`config.mk`:
```
export PLATFORM = sky130hd
export DESIGN_NAME = mux4_rr_arbiter
export DESIGN_NICKNAME = d
export VERILOG_FILES = /design/src/rtl/mux_arb_pkg.sv /design/src/rtl/rr_pick4.sv /design/src/rtl/mux4_rr_arbiter.sv
export SDC_FILE = /design/constraint.sdc
export NUM_CORES = 1
export LEC_CHECK = 0
export BUFFER_PORTS_ARGS = -buffer_cell sky130_fd_sc_hd__buf_4
export CORE_ASPECT_RATIO = 0.75
export CORE_MARGIN = 1.5
export CORE_UTILIZATION = 50
export DETAILED_ROUTE_END_ITERATION = 10
export PLACE_DENSITY = 0.81
export SYNTH_ARGS = -nofsm -noshare
export SYNTH_HDL_FRONTEND = slang
export SYNTH_SLANG_ARGS = --single-unit
```
`constraint.sdc`:
```
create_clock -name clk -period 5.2 [get_ports clk]
set_input_delay 0.52 -clock clk [delete_from_list [all_inputs] [get_ports clk]]
set_output_delay 0.52 -clock clk [all_outputs]
set_load 0.03 [all_outputs]
```
`src/rtl/mux_arb_pkg.sv`:
```
// Shared definitions for the 4-input round-robin select arbiter.
package mux_arb_pkg;

  typedef enum logic {
    IDLE = 1'b0,
    BUSY = 1'b1
  } state_t;

  localparam logic [1:0] IDX_A0 = 2'b00;
  localparam logic [1:0] IDX_A1 = 2'b01;
  localparam logic [1:0] IDX_A2 = 2'b10;
  localparam logic [1:0] IDX_A3 = 2'b11;

  // One-hot grant pattern for a 2-bit requester index.
  function automatic logic [3:0] onehot4(input logic [1:0] idx);
    logic [3:0] oh;
    oh = 4'b0000;
    oh[idx] = 1'b1;
    return oh;
  endfunction

endpackage

```
`src/rtl/rr_pick4.sv`:
```
// Combinational rotating-priority picker: first set request scanning from ptr upward, wrapping at 3.
module rr_pick4 (
  input  logic [3:0] req,
  input  logic [1:0] ptr,
  output logic       any,
  output logic [1:0] idx
);

  logic [1:0] cand;
  logic       found;

  // Scan the four rotated positions; the earliest set request wins.
  always_comb begin
    any   = |req;
    idx   = ptr;
    cand  = ptr;
    found = 1'b0;
    for (int i = 0; i < 4; i++) begin
      cand = ptr + 2'(i);
      if (!found && req[cand]) begin
        idx   = cand;
        found = 1'b1;
      end
    end
  end

endmodule

```
`src/rtl/mux4_rr_arbiter.sv`:
```
// Round-robin arbiter driving a 4:1 select datapath with bounded hold per owner
// and a registered output operand.
module mux4_rr_arbiter
  import mux_arb_pkg::*;
#(
  parameter int WIDTH    = 4,
  parameter int MAX_HOLD = 4
) (
  input  logic             clk,
  input  logic             rst,
  input  logic [3:0]       req,
  input  logic [WIDTH-1:0] A0,
  input  logic [WIDTH-1:0] A1,
  input  logic [WIDTH-1:0] A2,
  input  logic [WIDTH-1:0] A3,
  output logic [3:0]       gnt,
  output logic             S0,
  output logic             S1,
  output logic [WIDTH-1:0] Y,
  output logic             Y_valid
);

  localparam int              HW        = (MAX_HOLD > 1) ? $clog2(MAX_HOLD) : 1;
  localparam logic [HW-1:0]   HOLD_LAST = HW'(MAX_HOLD - 1);

  state_t        state, state_nx;
  logic [1:0]    ptr, ptr_nx;
  logic [1:0]    own, own_nx;
  logic [HW-1:0] hold_cnt, hold_nx;
  logic [3:0]    gnt_nx;
  logic [3:0]    others;
  logic          any_all, any_oth;
  logic [1:0]    idx_all, idx_oth;

  // The select registers double as the owner index; they keep their value while idle.
  assign S0 = own[1];
  assign S1 = own[0];

  assign others = req & ~onehot4(own);

  rr_pick4 u_pick_all (
    .req (req),
    .ptr (ptr),
    .any (any_all),
    .idx (idx_all)
  );

  rr_pick4 u_pick_oth (
    .req (others),
    .ptr (ptr),
    .any (any_oth),
    .idx (idx_oth)
  );

  // Next-state logic: grant, early handoff, forced rotation on hold expiry, or release to idle.
  always_comb begin
    state_nx = state;
    ptr_nx   = ptr;
    own_nx   = own;
    hold_nx  = hold_cnt;
    gnt_nx   = gnt;
    case (state)
      IDLE: begin
        gnt_nx = 4'b0000;
        if (any_all) begin
          state_nx = BUSY;
          own_nx   = idx_all;
          gnt_nx   = onehot4(idx_all);
          hold_nx  = '0;
          ptr_nx   = idx_all + 2'd1;
        end
      end
      BUSY: begin
        if (!req[own]) begin
          if (any_oth) begin
            own_nx  = idx_oth;
            gnt_nx  = onehot4(idx_oth);
            hold_nx = '0;
            ptr_nx  = idx_oth + 2'd1;
          end else begin
            state_nx = IDLE;
            gnt_nx   = 4'b0000;
          end
        end else if (any_oth && (hold_cnt == HOLD_LAST)) begin
          own_nx  = idx_oth;
          gnt_nx  = onehot4(idx_oth);
          hold_nx = '0;
          ptr_nx  = idx_oth + 2'd1;
        end else if (hold_cnt != HOLD_LAST) begin
          hold_nx = hold_cnt + HW'(1);
        end
      end
      default: begin
        state_nx = IDLE;
        gnt_nx   = 4'b0000;
      end
    endcase
  end

  // Control registers: FSM state, pointer, owner/select, hold counter and grant.
  always_ff @(posedge clk) begin
    if (rst) begin
      state    <= IDLE;
      ptr      <= 2'b00;
      own      <= IDX_A0;
      hold_cnt <= '0;
      gnt      <= 4'b0000;
    end else begin
      state    <= state_nx;
      ptr      <= ptr_nx;
      own      <= own_nx;
      hold_cnt <= hold_nx;
      gnt      <= gnt_nx;
    end
  end

  // Output stage: register the operand chosen by the current select; hold Y while idle.
  always_ff @(posedge clk) begin
    if (rst) begin
      Y       <= '0;
      Y_valid <= 1'b0;
    end else begin
      Y_valid <= |gnt;
      if (|gnt) begin
        case (own)
          IDX_A0:  Y <= A0;
          IDX_A1:  Y <= A1;
          IDX_A2:  Y <= A2;
          default: Y <= A3;
        endcase
      end
    end
  end

endmodule

```
# Yosys cells after proc, flatten, opt, wreduce, memory -nomap -nowiden
# Cells that the tools add are included.
# totals
ff_bits	16
output_inout_bits	11
# op_classes
addsub	6
order_cmp	10
eq_ne	8
muxes	62
bitwise_logic	3
n_reduce_logical	22
# ops
operator	count
2-bit two-way mux	19
2-bit by 3-bit < comparator with 1-bit output (second input constant)	7
1-bit two-way mux	21
1-bit binary-select mux with 2-bit select	9
4-bit two-way mux	4
2-bit one-hot mux with 2 select lines	3
4-bit one-hot mux with 3 select lines	1
4-bit OR reduction	3
1-bit logical AND	10
2-bit by 1-bit adder with 2-bit output (second input constant)	4
4-bit one-hot mux with 2 select lines	1
1-bit demux with 2-bit select	3
2-bit by 1-bit greater-or-equal comparator with 1-bit output (second input constant)	3
1-bit zero test	6
3-bit AND reduction	2
2-bit adder (second input constant)	2
4-bit AND	1
2-bit equality test (second input constant)	2
2-bit inequality test (second input constant)	2
4-bit by 2-bit inequality test with 1-bit output (second input constant)	1
4-bit inverter	1
3-bit by 1-bit inequality test with 1-bit output (second input constant)	1
3-bit by 2-bit inequality test with 1-bit output (second input constant)	1
2-bit by 1-bit equality test with 1-bit output (second input constant)	1
3 further kinds	3

# Depth between registers and ports, before layout
# depth
depth_word	25
mapped_depth	8

# Cells and area by module
# A second synthesis with hierarchy kept.
# unflattened
cells_unflattened	131
area_unflattened_um2	1154.9
# by_module_without_submodules
module	instances	cells_each	area_each_um2	seq_area_each_um2
mux4_rr_arbiter	1	99	962.2	320.3
rr_pick4	2	16	96.3	0.0

# Worst setup path before layout
# Ideal clock, no wire load.
# synth_timing
path_type	register to register
from	register own[1]
to	register ptr[1]
setup_time_ns	0.096
arrival_time_ns	2.071
required_ns	5.104
setup_slack_ns	3.033
path_stages_with_launch	9
path_buffers	2
period_less_slack_ns	2.167
path_cell_list	dfxtp_1 buf_2 mux2_1 nor4_4 o31ai_4 and2_4 buf_6 or3_1 o41ai_2
# synth_between
elab_chain_len	22
elab_cells_between_ends	39
# synth_rtl
element	line	text
from (decl)	mux4_rr_arbiter.sv:28	logic [1:0] own, own_nx;
from (signal assigned)	mux4_rr_arbiter.sv:111	own <= own_nx;
2-bit by 3-bit < comparator with 1-bit output (implied by the code) or 2-bit by 1-bit greater-or-equal comparator with 1-bit output (tied branches)	mux_arb_pkg.sv:18	oh[idx] = 1'b1;
1-bit logical AND (implied by the code)	mux_arb_pkg.sv:18	
1-bit two-way mux (implied by the code)	mux_arb_pkg.sv:18	
1-bit demux with 2-bit select	mux_arb_pkg.sv:18	
4-bit inverter	mux4_rr_arbiter.sv:39	assign others = req & ~onehot4(own);
4-bit AND	mux4_rr_arbiter.sv:39	
1-bit binary-select mux with 2-bit select	rr_pick4.sv:20	if (!found && req[cand]) begin
1-bit two-way mux (implied by the code)	rr_pick4.sv:20	
[6 not listed]	--	
1-bit two-way mux	rr_pick4.sv:20	
1-bit zero test	rr_pick4.sv:20	
1-bit logical AND	rr_pick4.sv:20	
2-bit two-way mux	rr_pick4.sv:20	
2-bit by 1-bit adder with 2-bit output	mux4_rr_arbiter.sv:79, mux4_rr_arbiter.sv:88	
2-bit two-way mux, on equally long branches	mux4_rr_arbiter.sv:75, mux4_rr_arbiter.sv:84	
2-bit two-way mux	mux4_rr_arbiter.sv:74	if (!req[own]) begin
2-bit one-hot mux with 2 select lines	mux4_rr_arbiter.sv:62	case (state)
to (signal assigned)	mux4_rr_arbiter.sv:110	ptr <= ptr_nx;
to (decl)	mux4_rr_arbiter.sv:27	logic [1:0] ptr, ptr_nx;
# Parallel ways exist; a longest one is shown, timed or not. The select of a mux whose other input is x is not followed.
# A chain may end at the register's enable or synchronous reset.

# Worst setup path after layout
# Same ends and word-level chain as after synthesis.

==> impl_results.md <==
- MaxCap Viol Count: 0
- Syn nets: 178
- CTS tree: built
- Status: completed
- CTS sink count: 16
- P&R area growth vs syn: 19.3%
- Worst setup EP type: register
- Asr flop ratio synth: 0%
- Met2 routed WL: 1.62 mm
- Switch share: 44.6%
- CTS buffer count: 3
- Peak VDD IR: 0.216 mV
- Synth Area in Adders: 0.955%
- Drt pass-1 iters: 4
- 1st-iter DRT viols: 61
- DRC: 0
- Syn Area/Cell: 8.45 um^2
- Syn Std Cell Area: 1310 um^2
- Slew margin rel.: 40.6%
- Fin nets: 203
- Total wire length: 3.43 mm
- Crit start category: register
- Final Util: 65.6%
- CTS root buf: clkbuf_4
- Mapped Cells: 155
- Vias per cell: 5.94
- Post-synthesis simple-gate area fraction: 28.7%
- Multiplexer area fraction after synthesis: 13.3%
- Most common cell after layout, fill and taps aside: buf_4
- Initial antenna violation count: 0
- Sequential cell area fraction in the yosys report: 24.5%
- Fmax: 425 MHz
- Setup TNS: 0 ns
- # setup viols final: 0
- Fin crit share: 45.2%
- # diodes: 0
- Clock network fraction of total power: 13.7%
- Sequential power share: 32.4%
- Wire per inst: 16.1 um
- Complex-gate fraction of the synthesized area: 25.1%
- # H-tree levels: 1
- Leakage power: 0.647 nW
- Unrepaired setup endpoints after global routing: no
- Post-synthesis xor/xnor area fraction: 0.669%
- Ports: 33
- Most used DFF post-synth: dfxtp_1
- Post-CTS setup buffers: 0
- Vias in the first global route: 1175
- Hold WC Path Type: reg2reg
- Share of cells above drive strength 1: 27.9%
- Initial core utilization: 55.0%
- P_int: 342 uW
- Largest net degree at the start of global routing: 22
- Worst slew pin tran: 0.882 ns
- Tmin final: 2.35 ns
- Ys Warns: 0
- Die W: 62.1 um
- Die area: 2940 um^2
- Cell Pwr Density: 395 nW/um^2
- Wl on met1: 1.59 mm
- Met3 wire len: 223 um
- Synth unique cells: 50
- Post-cts gate resize count: 0
- Routability cong.: 0.866
- GRT Residual Overflow: 0
- First-pass GRT wire length: 5.58 mm
- Total track usage: 24.6%
- Row count: 15
- Die Y: 47.3 um
- Clock tree buffer depth: 2
- Crit Path Category: reg2reg
- Worst skew pair latency: 0.29 ns
- Antenna Nets Post-Route: 0
- Critical Path RT: 5.41 ns
- Largest family of logic cells by synthesized area: simple AND/OR/NAND/NOR gates
- Switching power total: 275 uW
- Worst-path clk slew: 0.10 ns
- Max Slew Vio Count: 0
- Core area: 2380 um^2
- Worst Path Max Fanout: 21
- DP HPWL: 2.60 mm
- Synth Register Bits: 16
- Fin Clk Skew: 0.00249 ns
- Max layer used: met3
- Comb pwr share: 53.9%
- Critical path arrival: 2.56 ns
- PortBufs: 32
- Post-synth EDFFs: 0
- Most frequent cells in the layout: buf_4 (32), nor2_1 (20), dfxtp_1 (16)
- Via Count: 1265
- Post-CTS Hold Buffers: 0
- Final hold vios: 0
-- cell type report --
type | instances | area [um^2]
Tap cell | 34 | 42.5
Sequential cell | 16 | 320
Timing Repair Buffer | 32 | 240
Clock buffer | 4 | 36.3
Inverter | 6 | 22.5
Fill cell | 205 | 821
Multi-Input combinational cell | 121 | 901
-- cells by family (layout without fill, tap and decap cells) --
logic type / count (synthesis) / in the layout
XOR/XNOR: 1 / 1
AO/OA/AOI/OAI: 40 / 40
multiplexers: 11 / 11
buffers and inverters: 18 / 42
flip-flops: 16 / 16
adder cells (fa/ha/maj): 1 / 1
AND/OR/NAND/NOR: 68 / 68
-- cell usage after synthesis (3+ instances only) --
cell type,count,area (um^2)
a211oi_1,6,45.0
a21oi_1,8,40.0
and2_1,4,25.0
buf_2,5,25.0
clkbuf_1,4,15.0
dfxtp_1,16,320
inv_1,6,22.5
mux2i_1,5,50.1
mux4_2,5,113
nand2_1,12,45.0
nand2b_1,5,31.3
nand3_1,3,15.0
nor2_1,20,75.1
nor2b_1,4,25.0
nor3_1,7,35.0
o21ai_0,3,15.0
-- stage by stage --
step	power, mW	setup WS (ns)	cell area, um^2	hold slack (ns)	cells
after CTS	0.617	2.87	1560	0.475	213
after detailed placement	0.532	2.90	1530	0.464	209
final	0.618	2.85	1560	0.475	213
after floorplan	0.442	3.03	1310	0.436	155
after global placement	0.520	2.96	1530	0.444	209
after global routing	0.656	2.71	1560	0.491	213
-- per-layer routing --
layer  track usage, %  vias up
li1                 -      624
met1             33.8      596
met2             40.2       45
met3             6.47        0
met4             5.33        0
met5                0        -
-- power by group through the flow --
stage	Clock, mW	Combinational [mW]	Sequential (mW)
floorplan	0	0.223	0.219
global placement	0	0.321	0.199
detailed placement	0	0.330	0.201
CTS	0.0866	0.331	0.199
global route	0.0924	0.359	0.205
finish	0.0847	0.333	0.200
-- sequential cells by signal, indices dropped and copies added (netlist names) --
register,flops
hold_cnt,2
Y_valid,1
gnt,4
Y,4
state,1
own,2
ptr,2
-- worst max-delay path, cell delays in order (launching register included) --
cell	delay (ns)
dfxtp_1	0.82
or4b_4	0.56
o2bb2ai_4	0.16
o31ai_4	0.11
and2_4	0.21
or3_1	0.34
o41ai_2	0.06
-- final timing paths --
kind	slack (ns)	cells past startpoint	from	to
max	2.85	6	own[1]	ptr[1]
min	0.47	2	hold_cnt[1]	hold_cnt[1]
max reg2reg	2.85	6	own[1]	ptr[1]
min reg2reg	0.47	2	hold_cnt[1]	hold_cnt[1]
(Power assumes the default switching activity.)
